===== config.mk =====
export PLATFORM = sky130hd
export DESIGN_NAME = venera_program_loader
export DESIGN_NICKNAME = d
export VERILOG_FILES = /design/src/rtl/venera_pkg.sv /design/src/rtl/venera_timeout_counter.sv /design/src/rtl/venera_program_loader.sv
export SDC_FILE = /design/constraint.sdc
export NUM_CORES = 1
export LEC_CHECK = 0
export BUFFER_PORTS_ARGS = -buffer_cell sky130_fd_sc_hd__buf_2
export CAP_MARGIN = 20
export CORE_ASPECT_RATIO = 1.2
export CORE_UTILIZATION = 30
export CTS_BUF_LIST = sky130_fd_sc_hd__clkbuf_4 sky130_fd_sc_hd__clkbuf_8 sky130_fd_sc_hd__clkbuf_16
export DETAILED_ROUTE_END_ITERATION = 10
export GPL_TIMING_DRIVEN = 0
export HOLD_SLACK_MARGIN = 0.1
export PLACE_DENSITY = 0.47
export SLEW_MARGIN = 30
export SYNTH_ARGS = -nofsm -noshare
export SYNTH_HDL_FRONTEND = slang
export SYNTH_HIERARCHICAL = 1
export SYNTH_SLANG_ARGS = --single-unit

===== constraint.sdc =====
create_clock -name clk -period 5.62 [get_ports clk]
set_clock_uncertainty 0.15 [all_clocks]
set_input_delay 1.124 -clock clk [delete_from_list [all_inputs] [get_ports clk]]
set_output_delay 1.124 -clock clk [all_outputs]
set_load 0.01 [all_outputs]

===== src/rtl/venera_pkg.sv =====
`default_nettype none
// ============================================================================
// Module      : venera_pkg
// Description : Shared definitions for the Venera program loader: loader
//               state encoding, byte/instruction widths, frame length decode.
// Revision    : 1.0 - initial release
// ============================================================================
package venera_pkg;

    localparam int BYTE_W  = 8;
    localparam int INSTR_W = 16;

    typedef enum logic [2:0] {
        ST_IDLE = 3'd0,
        ST_LEN  = 3'd1,
        ST_HI   = 3'd2,
        ST_LO   = 3'd3,
        ST_CSUM = 3'd4,
        ST_DONE = 3'd5,
        ST_ERR  = 3'd6
    } state_t;

    // A length byte of zero encodes a full 256-word image.
    function automatic logic [BYTE_W:0] len_to_words(input logic [BYTE_W-1:0] len_byte);
        return (len_byte == '0) ? {1'b1, {BYTE_W{1'b0}}} : {1'b0, len_byte};
    endfunction

endpackage
`default_nettype wire


===== src/rtl/venera_timeout_counter.sv =====
`default_nettype none
// ============================================================================
// Module      : venera_timeout_counter
// Description : Idle-gap watchdog for the loader. Counts enabled cycles since
//               the last clear and flags the cycle that completes
//               TIMEOUT_CYCLES idle cycles. TIMEOUT_CYCLES=0 disables it.
// Revision    : 1.0 - initial release
// ============================================================================
module venera_timeout_counter #(
    parameter int TIMEOUT_CYCLES = 65535
) (
    input  logic clk,
    input  logic areset,
    input  logic clear,
    input  logic enable,
    output logic expired
);

    generate
        if (TIMEOUT_CYCLES > 0) begin : g_counter
            localparam int CW = $clog2(TIMEOUT_CYCLES + 1);

            logic [CW-1:0] count_q;

            // Count idle enabled cycles; saturate so the count never wraps.
            always_ff @(posedge clk or negedge areset) begin
                if (!areset) begin
                    count_q <= '0;
                end else if (clear) begin
                    count_q <= '0;
                end else if (enable && (count_q != CW'(TIMEOUT_CYCLES))) begin
                    count_q <= count_q + CW'(1);
                end
            end

            // Flags the TIMEOUT_CYCLES-th idle cycle, so the FSM leaves on
            // that cycle's edge unless a byte (clear) arrives on it.
            assign expired = enable && !clear && (count_q == CW'(TIMEOUT_CYCLES - 1));
        end else begin : g_tied
            logic unused_inputs;
            assign unused_inputs = ^{clk, areset, clear, enable};
            assign expired       = 1'b0;
        end
    endgenerate

endmodule
`default_nettype wire


===== src/rtl/venera_program_loader.sv =====
`default_nettype none
// ============================================================================
// Module      : venera_program_loader
// Description : Writer side of the instruction memory. Receives a framed
//               byte stream (LEN, hi/lo data byte pairs, CSUM), packs bytes
//               into words written from address 0, holds the CPU in reset
//               while loading and reports done or a sticky error.
// Revision    : 1.0 - initial release
// ============================================================================
module venera_program_loader
    import venera_pkg::*;
#(
    parameter int ADDR_W         = 8,
    parameter int DATA_W         = INSTR_W,
    parameter int TIMEOUT_CYCLES = 65535
) (
    input  logic              clk,
    input  logic              areset,
    input  logic              start,
    input  logic              s_valid,
    input  logic [BYTE_W-1:0] s_data,
    output logic              s_ready,
    output logic              im_wr,
    output logic [ADDR_W-1:0] im_address_wr,
    output logic [DATA_W-1:0] im_din,
    output logic              cpu_hold,
    output logic              busy,
    output logic              done,
    output logic              error,
    output logic [ADDR_W:0]   word_count
);

    localparam int CNT_W = ADDR_W + 1;

    state_t              state_q;
    logic                busy_q;
    logic                im_wr_q;
    logic [ADDR_W-1:0]   im_addr_q;
    logic [DATA_W-1:0]   im_din_q;
    logic                cpu_hold_q;
    logic                done_q;
    logic                error_q;
    logic [ADDR_W-1:0]   addr_q;
    logic [CNT_W-1:0]    word_count_q;
    logic [BYTE_W:0]     n_words_q;
    logic [BYTE_W-1:0]   hi_q;
    logic [BYTE_W-1:0]   sum_q;

    logic                accept;
    logic                expired;
    logic                tmo_clear;
    logic [ADDR_W-1:0]   addr_d;
    logic [CNT_W-1:0]    word_count_d;
    logic                last_word;

    // s_ready is the registered busy flag: ready exactly in LEN/HI/LO/CSUM.
    assign accept       = s_valid && busy_q;
    assign tmo_clear    = ((state_q == ST_IDLE) && start) || accept;
    // The address saturates at the top so a 256-word image ends at 255.
    assign addr_d       = (addr_q == {ADDR_W{1'b1}}) ? addr_q : addr_q + ADDR_W'(1);
    assign word_count_d = word_count_q + CNT_W'(1);
    assign last_word    = (word_count_d == CNT_W'(n_words_q));

    venera_timeout_counter #(
        .TIMEOUT_CYCLES (TIMEOUT_CYCLES)
    ) u_timeout (
        .clk     (clk),
        .areset  (areset),
        .clear   (tmo_clear),
        .enable  (busy_q),
        .expired (expired)
    );

    // Loader FSM with byte packing, checksum, address/word counters and all
    // registered outputs.
    always_ff @(posedge clk or negedge areset) begin
        if (!areset) begin
            state_q      <= ST_IDLE;
            busy_q       <= 1'b0;
            im_wr_q      <= 1'b0;
            im_addr_q    <= '0;
            im_din_q     <= '0;
            cpu_hold_q   <= 1'b0;
            done_q       <= 1'b0;
            error_q      <= 1'b0;
            addr_q       <= '0;
            word_count_q <= '0;
            n_words_q    <= '0;
            hi_q         <= '0;
            sum_q        <= '0;
        end else begin
            im_wr_q <= 1'b0;
            done_q  <= 1'b0;
            case (state_q)
                ST_IDLE: begin
                    if (start) begin
                        state_q      <= ST_LEN;
                        busy_q       <= 1'b1;
                        cpu_hold_q   <= 1'b1;
                        error_q      <= 1'b0;
                        addr_q       <= '0;
                        word_count_q <= '0;
                        sum_q        <= '0;
                    end
                end
                ST_LEN: begin
                    if (accept) begin
                        n_words_q <= len_to_words(s_data);
                        state_q   <= ST_HI;
                    end else if (expired) begin
                        state_q <= ST_ERR;
                        busy_q  <= 1'b0;
                        error_q <= 1'b1;
                    end
                end
                ST_HI: begin
                    if (accept) begin
                        hi_q    <= s_data;
                        sum_q   <= sum_q + s_data;
                        state_q <= ST_LO;
                    end else if (expired) begin
                        state_q <= ST_ERR;
                        busy_q  <= 1'b0;
                        error_q <= 1'b1;
                    end
                end
                ST_LO: begin
                    if (accept) begin
                        sum_q        <= sum_q + s_data;
                        im_wr_q      <= 1'b1;
                        im_din_q     <= DATA_W'({hi_q, s_data});
                        im_addr_q    <= addr_q;
                        addr_q       <= addr_d;
                        word_count_q <= word_count_d;
                        state_q      <= last_word ? ST_CSUM : ST_HI;
                    end else if (expired) begin
                        state_q <= ST_ERR;
                        busy_q  <= 1'b0;
                        error_q <= 1'b1;
                    end
                end
                ST_CSUM: begin
                    if (accept) begin
                        busy_q <= 1'b0;
                        if (s_data == sum_q) begin
                            state_q    <= ST_DONE;
                            done_q     <= 1'b1;
                            cpu_hold_q <= 1'b0;
                        end else begin
                            state_q <= ST_ERR;
                            error_q <= 1'b1;
                        end
                    end else if (expired) begin
                        state_q <= ST_ERR;
                        busy_q  <= 1'b0;
                        error_q <= 1'b1;
                    end
                end
                ST_DONE: begin
                    state_q <= ST_IDLE;
                end
                ST_ERR: begin
                    // cpu_hold stays set until a later load succeeds.
                    state_q <= ST_IDLE;
                end
                default: begin
                    state_q <= ST_IDLE;
                    busy_q  <= 1'b0;
                end
            endcase
        end
    end

    assign s_ready       = busy_q;
    assign busy          = busy_q;
    assign im_wr         = im_wr_q;
    assign im_address_wr = im_addr_q;
    assign im_din        = im_din_q;
    assign cpu_hold      = cpu_hold_q;
    assign done          = done_q;
    assign error         = error_q;
    assign word_count    = word_count_q;

endmodule
`default_nettype wire


# Word-level counts from Yosys, hierarchy flattened
# Cells that the tools add are included.
# word_totals
memories	0
ramBits	0
elab_cells	104
latchBits	0
output_inout_bits	39
register_bits	90
rom_bits	0
in_bits	12
# op_classes
n_eq_ne	19
order_cmp	0
div_mod_pow	0
mul	0
add_sub_neg	4
bitwise_logic	1
reduce_logical	26
muxes	40
shifts	0
# ops
operator	n
$mux 16	2
$mux 8	4
$pmux 8 s2	2
$mux 9	3
$mux 3	7
$pmux 9 s2	1
$add 16x1->16 const B	1
$eq 16x16->1 const B	1
$mux 1	16
$ne 16x16->1 const B	1
$pmux 3 s5	1
$ne 2x2->1 const B	6
$reduce_and 4->1	3
$add 9x1->9 const B	1
$eq 3x3->1 const B	3
$eq 9x9->1	1
$reduce_and 3->1	3
$add 8x1->8 const B	1
$add 8x8->8	1
$eq 8x8->1	1
$eq 8x8->1 const B	1
$logic_not 8->1	1
$reduce_bool 2->1	4
$eq 3x2->1 const B	2
16 further kinds	23

# Logic depth before layout (Yosys ltp)
# Gate-level depths: netlist of the first run.
# depth
ltp_word	9
mapped_depth	10
depth_no_buf	9

# By module
# The synthesis of the first run kept the hierarchy.
# modules_own_cells
module	instances	area_per_inst_um2	seq_area_each_um2	cells_per_inst
venera_program_loader	1	3623.5	1851.8	372
venera_timeout_counter	1	982.2	400.4	103

# Worst setup path after synthesis of the first run
# No wires, ideal clock.
# synth_path
kind	input port to flip-flop
from	input start
to	register error_q, in the netlist error
setup_time_ns	0.083
slack_ns	2.650
t_required_ns	5.387
arrival_time_ns	2.737
n_path_buf	1
cell_stages	7
path_cell_list	nand3b_1 > nand2_1 > buf_1 > nor3_1 > or4b_2 > nor2b_1 > o21ai_0
# synth_between
elab_chain_cells	8
elab_cells_between_ends	11
classes_between	eq/ne: 1; mux: 4; reduce/logical: 6
# synth_rtl
element	line_no	text
from (decl)	venera_program_loader.sv:19	input logic start,
$logic_and 1x1->1 *	venera_program_loader.sv:58	assign tmo_clear = ((state_q == ST_IDLE) && start) || accept;
$logic_or 1x1->1 *	venera_program_loader.sv:58	
via tmo_clear	venera_program_loader.sv:51	logic tmo_clear;
$logic_not 1->1 *	venera_timeout_counter.sv:38	assign expired = enable && !clear && (count_q == CW'(TIMEOUT_CYCLES - 1));
$logic_and 1x1->1 * (2 in a row)	venera_timeout_counter.sv:38	
via expired	venera_program_loader.sv:50	logic expired;
$mux 1 *	--	
$mux 1, on equally long branches	--	
$pmux 1 s3 *	--	
to (signal assigned)	venera_program_loader.sv:85	error_q <= 1'b0;
to (signal assigned)	venera_program_loader.sv:100	error_q <= 1'b0;
to (signal assigned)	venera_program_loader.sv:113	error_q <= 1'b1;
to (decl)	venera_program_loader.sv:42	logic error_q;
# The timed path passes the listed nets; every way through them passes the cells marked *. The select of a mux whose other input is x is not followed.
# A chain may end at the register's enable or synchronous reset.

# Worst setup path in the final report of the first run
# Same ends and word-level chain as after synthesis.

==> results of run 1 <==
-- through the flow --
stage | cell area, sq um | setup slack, ns
after detailed placement | 5150 | 2.05
after CTS | 5470 | 2.41
after global routing | 5470 | 2.25
after global placement | 5110 | 2.07
after floorplan | 4610 | 2.65
final | 5470 | 2.42
-- worst register-to-register path: stages (launching register included) --
cell and delay, ns:
dfrtp_1 0.36, buf_4 0.17, nor2_2 0.26, nand3b_1 0.33
nand2_1 0.15, buf_1 0.38, nor3_1 0.21, o21ai_0 0.25
o21ai_0 0.15, o31a_1 0.29, a21oi_1 0.12
-- cell usage in the layout (no fill, tap or decap), drive strengths merged, types with 15 or more instances in the layout --
cell type / instances
a21oi: 15
buf: 63
clkbuf: 22
dfrtp: 90
mux2: 17
nand2: 105
nand3: 18
nand4: 18
nor2: 21
o21ai: 30
-- cell type report --
class	instances	area (sq um)
Antenna cell	1	2.50
Buffer	21	103
Clock buffer	13	268
Clock inverter	3	46.3
Fill cell	1552	9550
Inverter	13	48.8
Multi-Input combinational cell	351	2210
Sequential cell	90	2250
Tap cell	204	255
Timing Repair Buffer	51	284
-- report_power, final --
group | switching [W] | total [W] | internal [W]
Clock | 0.000250 | 0.000631 | 0.000381
Sequential | 0.000117 | 0.000940 | 0.000823
Combinational | 0.000401 | 0.000730 | 0.000329
Total | 0.000769 | 0.00230 | 0.00153
-- state kept, by name, indices dropped and copies added (netlist names) --
name	count
state_q	3
hi_q	8
im_wr	1
addr_q	8
cpu_hold	1
im_address_wr	8
im_din	16
u_timeout/g_counter.count_q	16
word_count	9
error	1
busy	1
n_words_q	9
done	1
sum_q	8
-- logic make-up (layout without fill, tap and decap cells) --
kind of cell | count (synthesis) | count (layout) | synth area share (%)
fa+ha+maj | 12 | 12 | 3.42
mux | 21 | 21 | 5.03
simple gates | 210 | 210 | 22.9
compound gates | 83 | 83 | 11.7
other cells | 0 | 1 | 0
buf+inv | 34 | 101 | 3.29
xor+xnor | 25 | 25 | 4.75
flops | 90 | 90 | 48.9
-- layer usage --
layer / track usage [%] / wire (um)
met1: 18.4 / 5080
met3: 3.52 / 329
met4: 5.63 / 201
met5: 0 / 0
met2: 26.2 / 5640
-- worst max path at each step --
stage	depth (start not counted)	from	end
final	8	start	error$_DFFE_PN0P_
after global routing	8	start	error$_DFFE_PN0P_
after CTS	8	start	error$_DFFE_PN0P_
after detailed placement	8	start	error$_DFFE_PN0P_
after global placement	8	start	error$_DFFE_PN0P_
after floorplan	7	start	error$_DFFE_PN0P_
==> metrics, run 1 <==
synth top area cells=dfrtp_1 49%, nand2_1 8.6%, mux2_2 4.2%; crit path cell chain=buf_2 -> nand3b_1 -> nand2_1 -> buf_1 -> nor3_1 -> or4b_2 -> nor2b_1 -> o21ai_0; Setup Buffers After CTS=0; Critical Path AT=3.31 ns; hold_ws=0.316 ns; Detail Placement HPWL=8.20 mm; final worst path period share=between 50% and 60%; number of flops mapped to enable cells by yosys=0; Max Buffers Root-to-Sink=2; ratio of cells with drive above 1 in the final layout=20.3%; initial drt markers=142; Distinct cells, synth=58; total CTS buffers=9; CP required=5.73 ns; FF+latch count, synth=90; CTS tree=built; cell accounting for the most synthesized area=dfrtp_1; first-pass GRT wire length=18.5 mm; CP endpoint kind=flop; root buffer cell=clkbuf_16; placed cells=730; Primary FF master, synth=dfrtp_1; number of antenna violations at the first check in global routing=0; Worst-Margin Slew=~0.8 ns; die area=15900 sq um; Post-synth ARST share=100%; top-count cell post-synth=nand2_1; Core Footprint=between 15000 and 20000 sq um; Via density=4.82; via count=~3600; post-layout minimum cycle time=3.20 ns; DRT Wirelength=about 11 mm; WS Path Type=primary input to flop; CP delay by family, top=simple AND/OR/NAND/NOR gates; number of max-cap violations=0; gr usage total=15.2%; Hold Fails Final Rpt=0; DR DRC count=0; Layout Utilization=a little over a third; worst path buffer plus inverter count=2; P per Cell Area=421 nW/um^2; Post-CTS Hold Buffers=0; vias in the first global route=3553; gpl congestion=around 0.80; Final Instance Count excl. Fillers=747; Setup violations, final=0; post-synthesis net count=499; unrepaired setup endpoints after global routing=no; Peak Freq=312 MHz; row count=49; crit start category=primary input; reg2reg setup slack=2.71 ns; Post-Syn Area=4610 sq um; clk slew on worst S/H paths=0.06 ns; CTS Sinks=90; Resize count post-CTS=0; Final #Nets=approximately 560; status=completed; sequential area share after synthesis=between 40 and 50%; Final Slew Violations=0; Die Height=138 um; Hold Path Origin=hi_q[2]$_DFFE_PN0P_; Endpoint, Worst Hold=im_din[10]$_DFFE_PN0P_; CP peak stage delay=0.65 ns; Crit Path Max Fanout=10; Pwr Total=0.00230 W; slowest CP cell=or4b_2; worst flop-to-flop path startpoint=state_q[1]$_DFFE_PN0N_; die outline width=roughly 120 um; clock latency on the worst-skew pair=0.34 ns; I/O Buffers=50; Leak=2.60 nW; max_slew headroom=47.1%; DRT Pass-1 Iters=4; area grow syn2layout=18.7%; Hold WC Path Type=flop to flop; htree depth=3; yosys synthesis warning count=6; top cells by count, synth=105 x nand2_1, 90 x dfrtp_1, 29 x o21ai_0, 20 x nor2_1, 18 x nand3_1; Top Ports=51; post-route setup TNS=0 ns; wire per inst=~15 um; R2R cell count=10; Starting Density=a little under a third; Avg Inst Size Synth=approximately 9.7 sq um; largest net degree at the start of global routing=64; grt ovf=0; r2r endpoint=state_q[0]$_DFFE_PN0N_; Max IR drop VDD=0.185 mV; post-synth top area share=48.9%; Hold Crit Depth=2; post-synthesis instance total=approximately 480; Routed Antenna Nets=0
(Power assumes the default switching activity.)
==> inputs of run 2 (changes only) <==
==> constraint.sdc (replaced) <==
create_clock -name clk -period 3.19 [get_ports clk]
set_clock_uncertainty 0.15 [all_clocks]
set_input_delay 0.638 -clock clk [delete_from_list [all_inputs] [get_ports clk]]
set_output_delay 0.638 -clock clk [all_outputs]
set_load 0.01 [all_outputs]
==> metrics, run 2 (synthesis results as in run 1) <==
status=completed (unchanged); max_slew headroom=47.0% (was 47.1%); slowest CP cell=or4b_2 (unchanged); Detail Placement HPWL=8.20 mm (unchanged); hold_ws=0.316 ns (unchanged); Worst-Margin Slew=0.791 ns (was 0.789 ns); CP delay by family, top=simple AND/OR/NAND/NOR gates (unchanged); Final Slew Violations=0 (unchanged); CP startpoint=state_q[0]$_DFFE_PN0N_ (was start); post-layout minimum cycle time=around 2.9 ns; Hold Fails Final Rpt=0 (unchanged); Crit Path Max Fanout=10 (unchanged); CP required=3.30 ns (was 5.73 ns); WS Path Type=flop to flop (was primary input to flop); first-pass GRT wire length=18.5 mm (unchanged); worst path buffer plus inverter count=1 (was 2); Hold WC Path Type=flop to flop (unchanged); I/O Buffers=50 (unchanged); CTS Sinks=90 (unchanged); Setup violations, final=0 (unchanged); crit path cell chain=buf_4 -> nor2_2 -> nand3b_1 -> nand2_1 -> nor3_1 -> or4b_2 -> nor2b_1 -> o21ai_0 (was buf_2 -> nand3b_1 -> nand2_1 -> buf_1 -> nor3_1 -> or4b_2 -> nor2b_1 -> o21ai_0); htree depth=3 (unchanged); Top Ports=51 (unchanged); Multi-input gate area=2210 sq um (unchanged); ANT cells=0 (was 1); clock latency on the worst-skew pair=0.34 ns (about the same); total CTS buffers=9 (unchanged); Critical Path AT=2.99 ns (was 3.31 ns); CP endpoint kind=flop (unchanged); P per Cell Area=740 nW/um^2 (was 421 nW/um^2); Starting Density=30.7% (unchanged); DRT Wirelength=11.2 mm (was 11.3 mm); largest net degree at the start of global routing=64 (unchanged); Resize count post-CTS=0 (unchanged); crit start category=flop (was primary input); CP peak stage delay=0.65 ns (about the same); post-route setup TNS=0 ns (unchanged); unrepaired setup endpoints after global routing=no (unchanged); # fillers=1549 (was 1552); die outline width=115 um (unchanged); Peak Freq=347 MHz; WP depth=8 (unchanged); number of antenna violations at the first check in global routing=0 (unchanged); initial drt markers=153 (was 142); r2r endpoint=error$_DFFE_PN0P_ (was state_q[0]$_DFFE_PN0N_); commonest cells after routing, fill and taps aside=105 x nand2_1, 90 x dfrtp_1, 56 x buf_2 (unchanged); DR DRC count=0 (unchanged); vias in the first global route=3555 (was 3553); number of max-cap violations=0 (unchanged); final worst path period share=90.4%; wire per inst=15.1 um (about the same); Leak=2.60 nW (about the same); die area=15900 sq um (unchanged); Worst Setup EP=error$_DFFE_PN0P_ (unchanged); R2R cell count=8 (was 10); grt ovf=0 (unchanged); Die Height=138 um (unchanged); commonest non-fill, non-tap cell in the layout=nand2_1 (unchanged); Routed Antenna Nets=0 (unchanged); row count=49 (unchanged); Core Footprint=15000 sq um (unchanged); Sequential Area=2250 sq um (unchanged); via count=3602 (was 3597); gr usage total=15.2% (unchanged); worst flop-to-flop path startpoint=state_q[0]$_DFFE_PN0N_ (was state_q[1]$_DFFE_PN0N_); Via density=4.83 (was 4.82); Final #Nets=561 (unchanged); clk slew on worst S/H paths=0.06 ns (about the same); DRT Pass-1 Iters=6 (was 4); ratio of cells with drive above 1 in the final layout=20.3% (unchanged); area grow syn2layout=18.8% (was 18.7%); Max Buffers Root-to-Sink=2 (unchanged); reg2reg setup slack=0.31 ns (was 2.71 ns); Max IR drop VDD=0.325 mV (was 0.185 mV); root buffer cell=clkbuf_16 (unchanged); CTS tree=built (unchanged); gpl congestion=0.804 (unchanged)
## run 2: area by class of cell
cell class | instances | share of cell area (%)
Clock inverter | 3 | 0.846
Sequential cell | 90 | 41.2
Tap cell | 204 | 4.66
Inverter | 13 | 0.892
Buffer | 20 | 1.81
Timing Repair Buffer | 52 | 5.37
Multi-Input combinational cell | 351 | 40.4
Clock buffer | 13 | 4.89
## run 2: worst min-delay path, cell delays in order, from the launching register on
cell     delay, ns
dfrtp_1       0.34
nand2_1       0.05
nand2_1       0.05
## run 2: power by group
| part | leakage, nW | internal (W) | switching, W |
|---|---|---|---|
| registers | 1.18 | 0.00145 | 0.000206 |
| clock network | 0.153 | 0.000671 | 0.000442 |
| logic | 1.27 | 0.000578 | 0.000705 |
| total | 2.60 | 0.00270 | 0.00135 |
## run 2: metal layers
layer | GRT usage [%] | part of all wire (%)
met5 | 0 | 0
met4 | 5.63 | 1.8
met3 | 3.48 | 3.2
met2 | 26.2 | 50
met1 | 18.5 | 45
## run 2: worst min-delay path by stage
stage / startpoint / end / slack (ns) / cells past startpoint
3_3_place_gp: hi_q[5]$_DFFE_PN0P_ / im_din[13]$_DFFE_PN0P_ / 0.30 / 2
5_1_grt: hi_q[5]$_DFFE_PN0P_ / im_din[13]$_DFFE_PN0P_ / 0.33 / 2
3_5_place_dp: hi_q[4]$_DFFE_PN0P_ / im_din[12]$_DFFE_PN0P_ / 0.30 / 2
6_report: hi_q[2]$_DFFE_PN0P_ / im_din[10]$_DFFE_PN0P_ / 0.32 / 2
2_1_floorplan: areset / addr_q[0]$_DFFE_PN0P_ / 0.19 / 0
4_1_cts: hi_q[4]$_DFFE_PN0P_ / im_din[12]$_DFFE_PN0P_ / 0.31 / 2
## run 2: repair_timing
action | in CTS | in global routing
setup endpoints to repair | 0 | 1
endpoints found under the hold margin | 27 | 0
hold buffers | 1 | 0
buffers inserted | 0 | 0
## run 2: per-stage QoR
step                      util, %  power, W  area (sq um)  setup slack (ns)  cells
after global placement       34.0   0.00294          5110             0.127    729
after CTS                    36.5   0.00412          5480             0.269    747
after global routing         36.4   0.00434          5470            0.0713    746
after floorplan                 -   0.00256          4610             0.706    475
final                        36.4   0.00405          5470             0.307    746
after detailed placement     34.3   0.00298          5150             0.107    730
